## config.mk

```make
export PLATFORM = sky130hd
export DESIGN_NAME = bus_arbiter_rr
export DESIGN_NICKNAME = d
export VERILOG_FILES = /design/src/rtl/bus_arbiter_rr.sv
export SDC_FILE = /design/constraint.sdc
export NUM_CORES = 1
export LEC_CHECK = 0
export CAP_MARGIN = 10
export CORE_AREA = 8 8 116 118
export CTS_BUF_LIST = sky130_fd_sc_hd__clkbuf_2 sky130_fd_sc_hd__clkbuf_4 sky130_fd_sc_hd__clkbuf_8
export CTS_CLUSTER_DIAMETER = 120
export DETAILED_ROUTE_END_ITERATION = 10
export DIE_AREA = 0 0 124 126
export GPL_TIMING_DRIVEN = 0
export PLACE_DENSITY = 0.73
export SKIP_LAST_GASP = 1
export SYNTH_ARGS = -nofsm -noshare
export SYNTH_HDL_FRONTEND = slang
export SYNTH_SLANG_ARGS = --single-unit
```

## constraint.sdc

```tcl
create_clock -name clk -period 2.3 [get_ports clk]
set_input_delay 0.575 -clock clk [delete_from_list [all_inputs] [get_ports clk]]
set_output_delay 0.575 -clock clk [all_outputs]
set_load 0.1 [all_outputs]
```

## src/rtl/bus_arbiter_rr.sv

```systemverilog
// ---------------------------------------------------------------------------
// bus_arbiter_rr
//
// Purpose: arbitrates NUM_MASTERS memory masters onto one slave bus. A
// request is registered into a grant that is held until the slave completes
// the access or the master withdraws its request. The arbitration policy is
// round-robin (ROUND_ROBIN=1) or fixed priority, lowest index first
// (ROUND_ROBIN=0).
//
// Ports:
//   clk, reset          clock; synchronous active-high reset
//   m_address_in        per-master address     (slice i = master i)
//   m_read_in           per-master read request
//   m_write_in          per-master write request
//   m_write_mask_in     per-master byte mask
//   m_write_value_in    per-master write data
//   m_read_value_out    per-master read data (granted slice only, others 0)
//   m_ready_out         one-hot completion pulse to the granted master
//   address_out, read_out, write_out, write_mask_out, write_value_out
//                       slave request, driven only while BUSY
//   read_value_in       slave read data
//   slave_ready_in      slave completes the current access this cycle
//   grant_valid_out     high while BUSY; this is the FSM state
//   grant_index_out     owning master (0 when idle)
//
// Handshake: a master raises read and/or write and holds request, address,
// mask and data stable until it sees its m_ready_out bit. The transfer
// completes in the BUSY cycle where the request is still up and
// slave_ready_in=1; m_ready_out and the read data are valid in that same
// cycle. Dropping the request while granted aborts the transfer with no
// ready pulse. Every transfer is followed by one IDLE cycle.
// ---------------------------------------------------------------------------
module bus_arbiter_rr #(
  parameter int NUM_MASTERS = 2,
  parameter int ADDR_WIDTH  = 32,
  parameter int DATA_WIDTH  = 32,
  parameter int ROUND_ROBIN = 1,
  localparam int MASK_W = DATA_WIDTH / 8,
  localparam int GW     = (NUM_MASTERS > 1) ? $clog2(NUM_MASTERS) : 1
) (
  input  logic                              clk,
  input  logic                              reset,
  input  logic [NUM_MASTERS*ADDR_WIDTH-1:0] m_address_in,
  input  logic [NUM_MASTERS-1:0]            m_read_in,
  input  logic [NUM_MASTERS-1:0]            m_write_in,
  input  logic [NUM_MASTERS*MASK_W-1:0]     m_write_mask_in,
  input  logic [NUM_MASTERS*DATA_WIDTH-1:0] m_write_value_in,
  output logic [NUM_MASTERS*DATA_WIDTH-1:0] m_read_value_out,
  output logic [NUM_MASTERS-1:0]            m_ready_out,
  output logic [ADDR_WIDTH-1:0]             address_out,
  output logic                              read_out,
  output logic                              write_out,
  output logic [MASK_W-1:0]                 write_mask_out,
  output logic [DATA_WIDTH-1:0]             write_value_out,
  input  logic [DATA_WIDTH-1:0]             read_value_in,
  input  logic                              slave_ready_in,
  output logic                              grant_valid_out,
  output logic [GW-1:0]                     grant_index_out
);

  typedef enum logic {
    IDLE = 1'b0,
    BUSY = 1'b1
  } state_e;

  state_e          state_q, state_d;
  logic [GW-1:0]   grant_q, grant_d;
  logic [GW-1:0]   last_q, last_d;

  logic [NUM_MASTERS-1:0] req;
  logic [GW-1:0]          winner;
  logic [GW-1:0]          win_hi, win_lo, win_any;
  logic                   found_hi;

  logic [ADDR_WIDTH-1:0]  sel_addr;
  logic                   sel_rd, sel_wr, sel_req;
  logic [MASK_W-1:0]      sel_mask;
  logic [DATA_WIDTH-1:0]  sel_data;

  // Per-master outputs are decoded from these two flags.
  logic                   ready_hit;
  logic                   drive_rdata;

  assign req = m_read_in | m_write_in;

  // Winner selection. The loop runs from high to low index so the last
  // assignment is the lowest matching index. win_hi is the lowest requester
  // above last_q; if there is none the search wraps to win_lo, the lowest
  // requester at or below last_q. win_any is the plain fixed-priority pick.
  always_comb begin
    win_hi   = '0;
    win_lo   = '0;
    win_any  = '0;
    found_hi = 1'b0;
    for (int i = NUM_MASTERS - 1; i >= 0; i--) begin
      if (req[i]) begin
        win_any = GW'(i);
        if (GW'(i) > last_q) begin
          win_hi   = GW'(i);
          found_hi = 1'b1;
        end else begin
          win_lo = GW'(i);
        end
      end
    end
    if (ROUND_ROBIN != 0) begin
      winner = found_hi ? win_hi : win_lo;
    end else begin
      winner = win_any;
    end
  end

  // Mux of the granted master's current request fields.
  always_comb begin
    sel_addr = '0;
    sel_rd   = 1'b0;
    sel_wr   = 1'b0;
    sel_req  = 1'b0;
    sel_mask = '0;
    sel_data = '0;
    for (int i = 0; i < NUM_MASTERS; i++) begin
      if (grant_q == GW'(i)) begin
        sel_addr = m_address_in[i*ADDR_WIDTH +: ADDR_WIDTH];
        sel_rd   = m_read_in[i];
        sel_wr   = m_write_in[i];
        sel_req  = req[i];
        sel_mask = m_write_mask_in[i*MASK_W +: MASK_W];
        sel_data = m_write_value_in[i*DATA_WIDTH +: DATA_WIDTH];
      end
    end
  end

  // FSM next state and slave-side outputs.
  always_comb begin
    state_d         = state_q;
    grant_d         = grant_q;
    last_d          = last_q;
    address_out     = '0;
    read_out        = 1'b0;
    write_out       = 1'b0;
    write_mask_out  = '0;
    write_value_out = '0;
    grant_valid_out = 1'b0;
    grant_index_out = '0;
    ready_hit       = 1'b0;
    drive_rdata     = 1'b0;

    unique case (state_q)
      IDLE: begin
        // slave_ready_in has no meaning here and is not looked at.
        if (|req) begin
          grant_d = winner;
          state_d = BUSY;
        end
      end
      BUSY: begin
        grant_valid_out = 1'b1;
        grant_index_out = grant_q;
        if (sel_req) begin
          address_out     = sel_addr;
          read_out        = sel_rd;
          write_out       = sel_wr;
          write_mask_out  = sel_mask;
          write_value_out = sel_data;
          drive_rdata     = 1'b1;
          if (slave_ready_in) begin
            ready_hit = 1'b1;
            state_d   = IDLE;
            last_d    = grant_q;
          end
        end else begin
          // Abort: the owner withdrew, so strobes stay low and any
          // slave_ready_in this cycle is discarded.
          state_d = IDLE;
          last_d  = grant_q;
        end
      end
      default: begin
        state_d = IDLE;
      end
    endcase
  end

  // Master-side outputs: only the granted slice is ever non-zero.
  always_comb begin
    m_read_value_out = '0;
    m_ready_out      = '0;
    for (int i = 0; i < NUM_MASTERS; i++) begin
      if (grant_q == GW'(i)) begin
        m_ready_out[i] = ready_hit;
        if (drive_rdata) begin
          m_read_value_out[i*DATA_WIDTH +: DATA_WIDTH] = read_value_in;
        end
      end
    end
  end

  // last_q resets to the top index so the first round-robin search starts
  // at master 0.
  always_ff @(posedge clk) begin
    if (reset) begin
      state_q <= IDLE;
      grant_q <= '0;
      last_q  <= GW'(NUM_MASTERS - 1);
    end else begin
      state_q <= state_d;
      grant_q <= grant_d;
      last_q  <= last_d;
    end
  end

endmodule

```

==> results.md <==
- Status: finished, violations left
- Failing checks: setup timing
- Routed len/inst: 19.7 um
- Worst hold path type: flop to flop
- Clock buffer depth: 2
- Delay-heaviest family, CP: buffers and inverters
- Post-DRT Antenna Nets: 0
- Root Buffer: clkbuf_8
- Int Pwr: 1.20 mW
- Post-layout util: 0.592
- Worst-path fanout max: 7
- Core outline area: approximately 12000 sq um
- Initial core utilization: 0.142
- Vias in the first global route: about 3500
- Combinational share of power: 0.918
- Clk pwr share: 0.058
- Synth unique cells: 19
- Worst hold margin: 0.502 ns
- First-pass GRT wire length: 19.7 mm
- Area grow syn2layout: 317%
- Synthesized net count: 425
- DR vias: 3118
- Row cnt: 40
- Crit start category: primary input
- Worst R2R Path Depth: 4
- Top cell by count, worst path: buf_12
- Initial DRC count: 72
- Initial antenna violation count: 0
- Worst reg2reg path startpoint: grant_q$_SDFFE_PP0P_
- Die Footprint: about 16000 sq um
- Net Switching: 1.56 mW
- Yosys Warn Count: 0
- Clk_skew: roughly 0.0046 ns
- Sequential share of power: 0.023
- RSZ-0062 raised after global routing: yes
- Number of buffer and inverter stages on the critical path: 5
- Clk_lat worst skew: ~0.21 ns
- Gpl congestion: 0.763
- Syn Inst Count: 250
- Flop-to-flop setup slack: 0.98 ns
- Clock transition at the registers of the reported paths: 0.03 ns
- H-Tree Depth: 1
- Largest net degree at the start of global routing: 11
- Number of remaining DRC errors: 0
- CTS Sinks: 3
- Die width: 124 um
- IR Drop Worst-Case VDD: 0.228 mV
- Number of max-cap violations: 0
- Die Height: 126 um
- DRT Pass-1 Iters: 4
- Nets: 755
- Port buffer count: 312
- Layout cells sized above 1: 0.556
- Max-slew violation count: 0
- Crit-path slowest cell: or3b_4
- TritonCTS buffer count: 3
- Avg Cell Area, Syn: 6.65 sq um
- CP required: 1.73 ns
- Critical path endpoint: address_out[31]
- Share of the yosys chip area belonging to registers: 0.0361
- Critical path origin: m_write_in[1]
- Vias per Instance: 4.29
- Fin. Hold Viols: 0
- TritonCTS clock tree: done
- Post-Place Setup Slack: -2.07 ns
- Least-Margin Pin Slew: 0.971 ns
- Crit path cell chain: buf_8 > or3b_4 > o311ai_4 > buf_4 > buf_12 > buf_12 > nor2_4 > buf_12
- Crit path depth: 8
- Kind of critical path: primary input to output pin
- Final setup fails: between 60 and 70
- Cell Pwr Density: 398 nW/um^2
- Period Utilization, post-route: 1.06
- Hpwl dp: 11.3 mm
- Total Wirelength: 14.3 mm
- Worst setup EP type: output pin
- Seq cells post-synth: 3
- Global Route Usage Sum: 0.159
- Slowest cell delay on critical path: around 0.41 ns
- Antenna Cells: 0
- Leak: approximately 2.7 nW
- Grt ovf: 0
- Ports: approximately 310
- Post-Synthesis Cell Area: 1660 sq um
- Worst Setup Slack, final: -0.139 ns
- Switching share of power: 0.564
- Achievable frequency: slightly above 400 MHz
- RR Endpoint: state_q$_SDFF_PP0_
- Min Tclk post-route: 2.44 ns
- Max-slew headroom: 0.355
- Data arrival time of the worst path: 1.86 ns
[worst min-delay path by stage]
stage                     depth (start not counted)                 from  slack, ns             endpoint
after global routing                              1  last_q$_SDFFE_PP1P_       0.52  last_q$_SDFFE_PP1P_
after CTS                                         1  last_q$_SDFFE_PP1P_       0.50  last_q$_SDFFE_PP1P_
final                                             1  last_q$_SDFFE_PP1P_       0.50  last_q$_SDFFE_PP1P_
after detailed placement                          1  last_q$_SDFFE_PP1P_       0.49  last_q$_SDFFE_PP1P_
after floorplan                                   1  last_q$_SDFFE_PP1P_       0.45  last_q$_SDFFE_PP1P_
after global placement                            1  last_q$_SDFFE_PP1P_       0.46  last_q$_SDFFE_PP1P_
[synthesized netlist by cell type]
library cell / count / area share
buf_2: 12 / 0.036
a21o_1: 1 / 0.0045
clkbuf_1: 6 / 0.014
mux2i_1: 70 / 0.42
or3b_2: 1 / 0.0053
o311ai_0: 1 / 0.0053
o311ai_1: 1 / 0.0053
nor2b_1: 4 / 0.015
o21ai_0: 4 / 0.012
buf_4: 3 / 0.014
nand2_1: 1 / 0.0023
dfxtp_1: 3 / 0.036
nor2_1: 71 / 0.16
or3b_1: 1 / 0.0053
a21oi_1: 2 / 0.0060
nor3_1: 1 / 0.0030
a221o_1: 1 / 0.0060
and2_1: 65 / 0.24
inv_1: 2 / 0.0045
[cell usage in the layout (no fill, tap or decap), drive strengths merged]
| cell type | instances |
|---|---|
| a221o | 1 |
| dlygate4sd2 | 1 |
| nor2b | 4 |
| clkdlybuf4s50 | 170 |
| clkdlybuf4s15 | 5 |
| o311ai | 2 |
| or3b | 2 |
| dfxtp | 3 |
| mux2i | 70 |
| o21ai | 4 |
| nor3 | 1 |
| a21o | 1 |
| a21oi | 2 |
| and2 | 65 |
| nand2 | 1 |
| buf | 160 |
| nor2 | 71 |
| clkbuf | 14 |
| inv | 2 |
[layer usage]
| layer | up-vias | global-route usage | wire [um] |
|---|---|---|---|
| li1 | 1493 | - | - |
| met1 | 1425 | 0.147 | 4730 |
| met2 | 192 | 0.321 | 7740 |
| met3 | 8 | 0.0594 | 1670 |
| met4 | 0 | 0.0238 | 120 |
| met5 | - | 0 | 0 |
[power groups by stage]
stage	Combinational, mW	Sequential, mW	Clock [mW]
global placement	2.09	0.0623	0
finish	2.53	0.0644	0.160
floorplan	1.45	0.0722	0
detailed placement	2.11	0.0628	0
global route	2.61	0.0653	0.172
CTS	2.42	0.0638	0.162
[layout make-up]
cell class	instances	area, sq um
buffer	21	255
clock buffer	4	48.8
fill	944	4780
inverter	2	7.51
multi-input combinational	224	2130
sequential	3	65.1
tap	147	184
timing repair buffer	325	4240
[registers in the layout, summed over array words and instances, names as in the netlist]
name     flops
last_q       1
state_q      1
grant_q      1
[kinds of logic (layout without fill, tap and decap cells)]
logic type             after synthesis  count (layout)  synth area share
muxes                               70              70             0.421
and+or+nand+nor                    144             144             0.436
DFF                                  3               3            0.0361
buffers and inverters               23             352            0.0677
AOI/OAI and AO/OA                   10              10            0.0391
[stage by stage]
step	instances	instance area (sq um)	power (mW)	TNS, ns
global placement	709	5600	2.15	-221.41
detailed placement	709	5600	2.17	-223.80
floorplan	250	2290	1.53	-2.51
finish	726	6930	2.76	-6.97
global route	726	6930	2.85	-11.52
CTS	726	6500	2.64	-12.25
[timing repair]
action,4_1_cts,5_1_grt
gates cloned,5,2
endpoints found under the setup margin,138,129
buffers inserted,8,0
pin swaps,27,42
hold buffers,0,0
resized for setup,1083,104
Power figures use the tool's default switching activity.
==> RTL edit: new RTL, same flow settings <==
Make the reset (`reset`) asynchronous in one clocked block. Comments in the files are not updated.
--- a/src/rtl/bus_arbiter_rr.sv
+++ b/src/rtl/bus_arbiter_rr.sv
@@ -198,5 +198,5 @@
   // last_q resets to the top index so the first round-robin search starts
   // at master 0.
-  always_ff @(posedge clk) begin
+  always_ff @(posedge clk or posedge reset) begin
     if (reset) begin
       state_q <= IDLE;
Check against the original RTL: differs if reset is asserted again (counterexample within 4 cycles, from zero or initial values and one cycle with reset high); with reset held inactive, the same outputs for 10 cycles.
==> RTL edit against the original RTL <==
Global-route usage grew 1.1 points; final area shrank 1.2%; register-to-register slack gained 0.16 ns; worst hold slack gained 0.051 ns; critical path depth shrank 1; maximum frequency grew 1.4%; synthesized area grew 2.5%; setup slack gained 0.032 ns; critical endpoint is now address_out[25]; wire length grew 2.4%; the flow still finishes with violations (negative setup slack); sequential cell count is the same.
Power is left out: the tool's default activity adds up to more than one toggle a clock period on the data nets, which glitch-free logic cannot reach.
==> RTL edit: results <==
set metrics [dict create \
    run_status "finished, violations left" \
    failed_checks "negative setup slack" \
    drive_gt1_share_pct 56.6 \
    synth-compound-area-share_pct 4.26 \
    wl_per_cell_um 19.8 \
    cts_buffer_depth 2 \
    worstMarginPinSlew_ns 1.02 \
    grt.total_usage_pct 17.1 \
    dpl_cell_area_um2 5640 \
    syn_nets 428 \
    drtIter0Drc 58 \
    syn_area_per_cell_um2 6.74 \
    routabilityCongestion 0.780 \
    numPortBuffers 312 \
    crit_family "buffers and inverters" \
    fin_cells 739 \
    synth_xor_area_share_pct 0 \
    regToRegEndpoint "grant_q$_DFFE_PP0P_" \
    whs_ns 0.552 \
    ys_types 21 \
    endpoint "address_out[25]" \
    startpoint "state_q$_DFF_PP0_" \
    min_path_type "primary input to asynchronous set/reset pin" \
    htree_levels 1 \
    dp_cells 712 \
    fin_nets 768 \
    synth_fa_ha_area_share_pct 0 \
    hpwlAfterDp_mm 11.8 \
    fin_util_pct 58.4 \
    setup_viol 45 \
    vias_per_cell 4.29 \
    reg2reg_from "grant_q$_DFFE_PP0P_" \
    skew_ns 0.00129 \
    setup-tns-final_ns -3.44 \
    grt_max_degree 11 \
    synthFlopType "dfrtp_1" \
    first_global_vias 3554 \
    cp_data_arrival_time_ns 1.83 \
    cp_slowest_cell "dfrtp_4" \
    grt_pass1_wl_mm 20.6 \
    reg2reg_slack_ns 1.14 \
    synth_area_leaders "mux2i_1 41%, nor2_1 16%, and2_1 12%, and3_1 12%, buf_2 3.8%" \
    synth-async-reset-ratio_pct 100 \
    slowest_delay_ns 0.51 \
    reg2regPathDepth 3 \
    setup_slack_ns -0.106 \
    yosys-mux-area-fraction_pct 41.1 \
    clk-insertion-delay-late_ns 0.22 \
    n_antenna_cell 0 \
    dp_slack_ns -1.54 \
    ys_top_cells_by_count "74 x nor2_1, 70 x mux2i_1, 34 x and2_1, 33 x and3_1, 13 x buf_2" \
    n_fill_cell 972 \
    ys_seq_area_share_pct 4.48 \
]
## RTL edit: final cells by class
class                      instances  share of cell area, %
inverter                           3                  0.165
tap                              147                   2.69
sequential                         3                   1.17
multi-input combinational        222                   30.9
clock buffer                       4                  0.713
buffer                            23                   3.46
timing repair buffer             337                   60.9
## RTL edit: what timing repair did
| item | 4_1_cts | 5_1_grt |
|---|---|---|
| buffers inserted | 15 | 8 |
| endpoints found under the hold margin | 0 | 0 |
| resized for setup | 980 | 171 |
| endpoints found under the setup margin | 138 | 138 |
| pin swaps | 3 | 11 |
| cloned | 6 | 0 |
## RTL edit: logic make-up (layout without fill, tap and decap cells)
logic type | after synthesis | in the layout
flip-flops | 3 | 3
AND/OR/NAND/NOR | 144 | 144
AO/OA/AOI/OAI | 8 | 8
multiplexers | 70 | 70
buffers and inverters | 28 | 367
## RTL edit: layer usage
layer	vias up	wire [µm]	GRT usage [%]
met4	0	289	4.34
met5	-	0	0
li1	1539	-	-
met1	1450	5040	17.6
met2	163	7970	31.8
met3	20	1310	5.63
